[src/rtl/decrypt_function_3_if.sv]
// Handshake bundle for decrypt_function_3: frame-in stream and result-out stream.
// master = producer of frames / consumer of results, slave = the decrypt block.
interface decrypt_function_3_if;
    logic [77:0] in_enc;
    logic        in_valid;
    logic        in_ready;
    logic [59:0] out_data;
    logic [5:0]  out_rand6;
    logic        out_err;
    logic        out_valid;
    logic        out_ready;

    modport master (
        output in_enc,
        output in_valid,
        input  in_ready,
        input  out_data,
        input  out_rand6,
        input  out_err,
        input  out_valid,
        output out_ready
    );

    modport slave (
        input  in_enc,
        input  in_valid,
        output in_ready,
        output out_data,
        output out_rand6,
        output out_err,
        output out_valid,
        input  out_ready
    );
endinterface

[src/rtl/decrypt_function_3.sv]
// Function-3 frame decryptor: two-stage valid/ready pipeline.
// S1 holds the captured frame with its pre-built key, S2 is the output register
// holding x - key, the range-check flag and the pass-through rand_6.
// A saturating counter tracks how many flagged results the consumer accepted.
module decrypt_function_3 #(
    parameter int unsigned CNT_W = 16
) (
    input  logic             Clk,
    input  logic             Rst_n,
    decrypt_function_3_if.slave bus,
    output logic [CNT_W-1:0] err_cnt
);

    localparam int unsigned X_W    = 61;
    localparam int unsigned KEY_W  = 60;
    localparam int unsigned R11_W  = 11;
    localparam int unsigned R6_W   = 6;
    localparam int unsigned DATA_W = 60;

    // Key layout, LSB first: ~r, r, r, ~r, r, then r[4:0] to fill 60 bits.
    function automatic logic [KEY_W-1:0] build_key(input logic [R11_W-1:0] r);
        return {r[4:0], r, ~r, r, r, ~r};
    endfunction

    // Frame fields
    logic [X_W-1:0]   in_x;
    logic [R11_W-1:0] in_r11;
    logic [R6_W-1:0]  in_r6;

    assign in_x   = bus.in_enc[77:17];
    assign in_r11 = bus.in_enc[16:6];
    assign in_r6  = bus.in_enc[5:0];

    // Stage 1 state
    logic             s1_valid;
    logic [X_W-1:0]   s1_x;
    logic [KEY_W-1:0] s1_b;
    logic [R6_W-1:0]  s1_r6;

    // Stage 2 (output) state
    logic              out_valid_q;
    logic [DATA_W-1:0] out_data_q;
    logic [R6_W-1:0]   out_rand6_q;
    logic              out_err_q;
    logic [CNT_W-1:0]  err_cnt_q;

    // Handshake control
    logic in_ready;
    logic accept;
    logic advance;
    logic out_fire;

    // S1 may hand over when S2 is empty or is being drained this cycle.
    assign advance  = s1_valid && (!out_valid_q || bus.out_ready);
    // in_ready is a function of state and out_ready only, never of in_valid.
    assign in_ready = !s1_valid || advance;
    assign accept   = bus.in_valid && in_ready;
    assign out_fire = out_valid_q && bus.out_ready;

    // Subtraction with one extra bit so the borrow is visible as the top bit.
    logic [X_W:0]   diff_full;
    logic [X_W-1:0] diff;
    logic           borrow;
    logic           err_next;

    assign diff_full = {1'b0, s1_x} - {2'b00, s1_b};
    assign borrow    = diff_full[X_W];
    assign diff      = diff_full[X_W-1:0];
    // Valid plaintext must fit in 60 bits and must not come from an underflow.
    assign err_next  = borrow | diff[X_W-1];

    // Stage 1: capture the accepted frame and precompute its key.
    always_ff @(posedge Clk or negedge Rst_n) begin
        if (!Rst_n) begin
            s1_valid <= 1'b0;
            s1_x     <= '0;
            s1_b     <= '0;
            s1_r6    <= '0;
        end else if (accept) begin
            s1_valid <= 1'b1;
            s1_x     <= in_x;
            s1_b     <= build_key(in_r11);
            s1_r6    <= in_r6;
        end else if (advance) begin
            s1_valid <= 1'b0;
        end
    end

    // Stage 2: load the result from S1, or empty once the consumer takes it.
    always_ff @(posedge Clk or negedge Rst_n) begin
        if (!Rst_n) begin
            out_valid_q <= 1'b0;
            out_data_q  <= '0;
            out_rand6_q <= '0;
            out_err_q   <= 1'b0;
        end else if (advance) begin
            out_valid_q <= 1'b1;
            out_data_q  <= diff[DATA_W-1:0];
            out_rand6_q <= s1_r6;
            out_err_q   <= err_next;
        end else if (bus.out_ready) begin
            out_valid_q <= 1'b0;
        end
    end

    // Error counter: count accepted flagged results, stick at all-ones.
    always_ff @(posedge Clk or negedge Rst_n) begin
        if (!Rst_n) begin
            err_cnt_q <= '0;
        end else if (out_fire && out_err_q && (err_cnt_q != {CNT_W{1'b1}})) begin
            err_cnt_q <= err_cnt_q + CNT_W'(1);
        end
    end

    assign bus.in_ready  = in_ready;
    assign bus.out_valid = out_valid_q;
    assign bus.out_data  = out_data_q;
    assign bus.out_rand6 = out_rand6_q;
    assign bus.out_err   = out_err_q;
    assign err_cnt       = err_cnt_q;

endmodule
[src/flat_wrapper.sv]
// flat-port wrapper written by rule: the top's interface ports become plain ports
module decrypt_function_3_flat 
#(
    parameter int unsigned CNT_W = 16
)
  (Clk, Rst_n, err_cnt, bus_in_enc, bus_in_valid, bus_in_ready, bus_out_data, bus_out_rand6, bus_out_err, bus_out_valid, bus_out_ready);
  decrypt_function_3_if bus_i ();
  input  logic Clk;
  input  logic Rst_n;
  output logic [CNT_W-1:0] err_cnt;
  input wire logic [$bits(bus_i.in_enc)-1:0] bus_in_enc;
  input wire logic [$bits(bus_i.in_valid)-1:0] bus_in_valid;
  output wire logic [$bits(bus_i.in_ready)-1:0] bus_in_ready;
  output wire logic [$bits(bus_i.out_data)-1:0] bus_out_data;
  output wire logic [$bits(bus_i.out_rand6)-1:0] bus_out_rand6;
  output wire logic [$bits(bus_i.out_err)-1:0] bus_out_err;
  output wire logic [$bits(bus_i.out_valid)-1:0] bus_out_valid;
  input wire logic [$bits(bus_i.out_ready)-1:0] bus_out_ready;
  assign bus_i.in_enc = bus_in_enc;
  assign bus_i.in_valid = bus_in_valid;
  assign bus_in_ready = bus_i.in_ready;
  assign bus_out_data = bus_i.out_data;
  assign bus_out_rand6 = bus_i.out_rand6;
  assign bus_out_err = bus_i.out_err;
  assign bus_out_valid = bus_i.out_valid;
  assign bus_i.out_ready = bus_out_ready;
  decrypt_function_3 #(.CNT_W(CNT_W)) u_core (.Clk(Clk), .Rst_n(Rst_n), .bus(bus_i), .err_cnt(err_cnt));
endmodule
[config.mk]
export PLATFORM = sky130hd
export DESIGN_NAME = decrypt_function_3_flat
export DESIGN_NICKNAME = d
export VERILOG_FILES = /design/src/rtl/decrypt_function_3_if.sv /design/src/rtl/decrypt_function_3.sv /design/src/flat_wrapper.sv
export SDC_FILE = /design/constraint.sdc
export NUM_CORES = 1
export LEC_CHECK = 0
export CAP_MARGIN = 20
export CORE_AREA = 2 2 134 188
export DETAILED_ROUTE_END_ITERATION = 8
export DIE_AREA = 0 0 136 190
export HOLD_SLACK_MARGIN = 0.03
export PLACE_DENSITY = 0.66
export SLEW_MARGIN = 0
export SYNTH_ARGS = -nofsm -noshare
export SYNTH_HDL_FRONTEND = slang
export SYNTH_SLANG_ARGS = --single-unit
[constraint.sdc]
create_clock -name Clk -period 4.1 [get_ports Clk]
set_clock_uncertainty 0.1 [all_clocks]
set_input_delay 0.41 -clock Clk [delete_from_list [all_inputs] [get_ports Clk]]
set_output_delay 0.41 -clock Clk [all_outputs]
set_load 0.01 [all_outputs]
==> impl_metrics.ini <==
[status]
status = complete, no violations

[die]
die-height_um = 190
start_util_pct = 42.01
rows = 68
core_mm2 = 0.02433
die_x_um = 136
dieArea_mm2 = 0.02584
io_pins = 167

[synthesis]
synth_edf_count = 0
synth-seq-cells = 174
yosysTopAreaCell = dfrtp_1
syn_area_mm2 = 0.01022
ys_seq_area_share_pct = 42.59
synth_fp_nets = 1346
synth_area_leaders = dfrtp_1, nand2_1, ha_1
ys_warn_count = 0
synth_ff_type = dfrtp_1
avgSynthCellArea_um2 = 8.505
yosysUniqueCellTypes = 73
synth_top_area_share_pct = 42.59
postSynthCellCount = 1202
postSynth.asyncResetShare_pct = 100.0

[timing]
hold_violations = 0
slew_viol_final = 0
finalSetupViolations = 0
fin_ws_ns = 0.3973
period_share_pct = 90.31
fin_setup_tns_ns = 0
relSlewSlack_pct = 40.21
layout_min_cycle_time_ns = 3.703
fmax_mhz = 270.1
tightest_slew_ns = 0.8969
rsz0062_at_grt = false

[grt]
grt_pass1_vias = 9053
grt_busiest_layer = met2
grt_max_degree = 80
grt_overflow = 0
met1_usage_pct = 31.45
antenna_found_initial = 0
grt_usage_pct = 24.40
met2_usage_pct = 40.20
grt_pass1_wl_mm = 48.39
grtUsageMet3_pct = 3.784

[layout]
fin_nets = 1495
final_cell_mix = nand2_1, dfrtp_1, clkdlybuf4s50_1, o21ai_0, a21oi_1
drive_above_1_share_pct = 5.059
final_common_cell = nand2_1
syn2layout_area_growth_pct = 25.08
diodes = 0
final_cells = 1679

[clock_tree]
clock_path_buffers = 2
cts_setup_buffers = 0
ctsHoldBuffers = 1
root_buffer = clkbuf_16
clock_latency_ns = 0.45
clk_pin_slew_ns = 0.07
cts_made_buffers = 17
htreeDepth = 4
ctsResizeCount = 0
clock-sinks = 174
cts_tree = built

[placement]
dp_cells = 1646
dp_slack_ns = 0.4750
hpwl_mm = 23.52
routabilityCongestion = 0.8933
numPortBuffers = 166

[drt]
wl_per_cell_um = 18.22
first_pass_iters = 7
ant_nets = 0
routed_wl_mm = 30.60
initialDrtViolationCount = 468
vias = 9053
drc_errors = 0
viasPerCell = 5.392

[power]
cellPowerDensity_mw_per_mm2 = 574.5
irDropWorstVdd_uv = 346.1
power.leakage_nw = 5.931

[job]
maxCapViolations = 0

[setup_path]
cp_data_required_time_ns = 4.30
path_class = register to register
rr_worst_depth = 13
critPathMaxFanout = 5
startpoint_type = register
end_kind = register
crit_arrival_ns = 3.90

[hold_path]
worstHoldPathType = register to register
hold_depth = 2
## worst paths after layout
kind / slack (ns) / start / endpoint
hold / removal: 0.36 / u_core.s1_r6[0] / u_core.bus.out_rand6[0]
hold reg to reg: 0.36 / u_core.s1_r6[0] / u_core.bus.out_rand6[0]
setup / recovery: 0.40 / u_core.s1_x[0] / u_core.bus.out_data[58]
max in group asynchronous: 2.48 / Rst_n / u_core.s1_r6[0]
min in group asynchronous: 0.39 / Rst_n / u_core.bus.out_data[16]
setup reg to reg: 0.40 / u_core.s1_x[0] / u_core.bus.out_data[58]
## synthesized netlist by cell type, types with 22 or more instances
cell and number:
nand2_1 344, dfrtp_1 174, o21ai_0 86, a21oi_1 79, ha_1 61, nor2_1 52, inv_1 46, clkbuf_1 36
xnor2_1 34, nand4_1 28, xor2_1 23, a21o_1 22
## power by group
group / leakage (nW) / switching [mW] / internal [mW]
clock: 0.314 / 0.744 / 1.09
sequential: 2.13 / 0.276 / 2.15
combinational: 3.49 / 1.69 / 1.39
total: 5.93 / 2.71 / 4.63
## registers in the layout (all words and copies together) (netlist names)
register and flops:
u_core.bus.out_data 60, u_core.bus.out_err 1, u_core.bus.out_rand6 6, u_core.bus.out_valid 1, u_core.err_cnt 16, u_core.s1_b 22, u_core.s1_r6 6, u_core.s1_valid 1
u_core.s1_x 61
## logic make-up (layout without fill, tap and decap cells)
family / Yosys count / after routing / synth area share, %
fa+ha+maj: 62 / 62 / 7.661
simple gates: 504 / 504 / 21.26
xor+xnor: 57 / 57 / 4.883
mux: 5 / 5 / 0.5262
flops: 174 / 174 / 42.59
buf+inv: 97 / 259 / 4.577
compound gates: 303 / 303 / 18.50
## through the flow
step | hold WS (ns) | power (mW) | util [%] | cell area (um^2)
2_1_floorplan | 0.01441 | 4.200 | - | 10220
3_3_place_gp | 0.3156 | 5.495 | 49.82 | 12120
3_5_place_dp | 0.3149 | 5.527 | 49.82 | 12120
4_1_cts | 0.3698 | 7.382 | 52.55 | 12790
5_1_grt | 0.3892 | 7.805 | 52.55 | 12790
6_report | 0.3642 | 7.347 | 52.55 | 12790
## critical path, cell delays in order (launching register included)
cell and delay (ns):
dfrtp_1 0.36, inv_1 0.06, ha_1 0.16, inv_1 0.06
fa_1 0.42, a211oi_1 0.25, o21ai_1 0.20, o21ai_1 0.30
nand4_1 0.32, a32o_1 0.37, a2bb2oi_1 0.44, a31oi_1 0.22
xnor2_1 0.19, o21ai_0 0.09
## layer usage
layer / up-vias / wire, um
met4: 0 / 1174
li1: 4459 / -
met2: 261 / 15030
met1: 4285 / 13090
met5: - / 0
met3: 48 / 1300
## layout make-up
class,count,area (um^2)
timing repair buffer,180,1795
clock buffer,18,429.2
multi-input combinational,931,5413
inverter,47,176.4
tap,315,394.1
sequential,174,4354
clock inverter,14,225.2
fill,2344,11550
(Power assumes the default switching activity.)
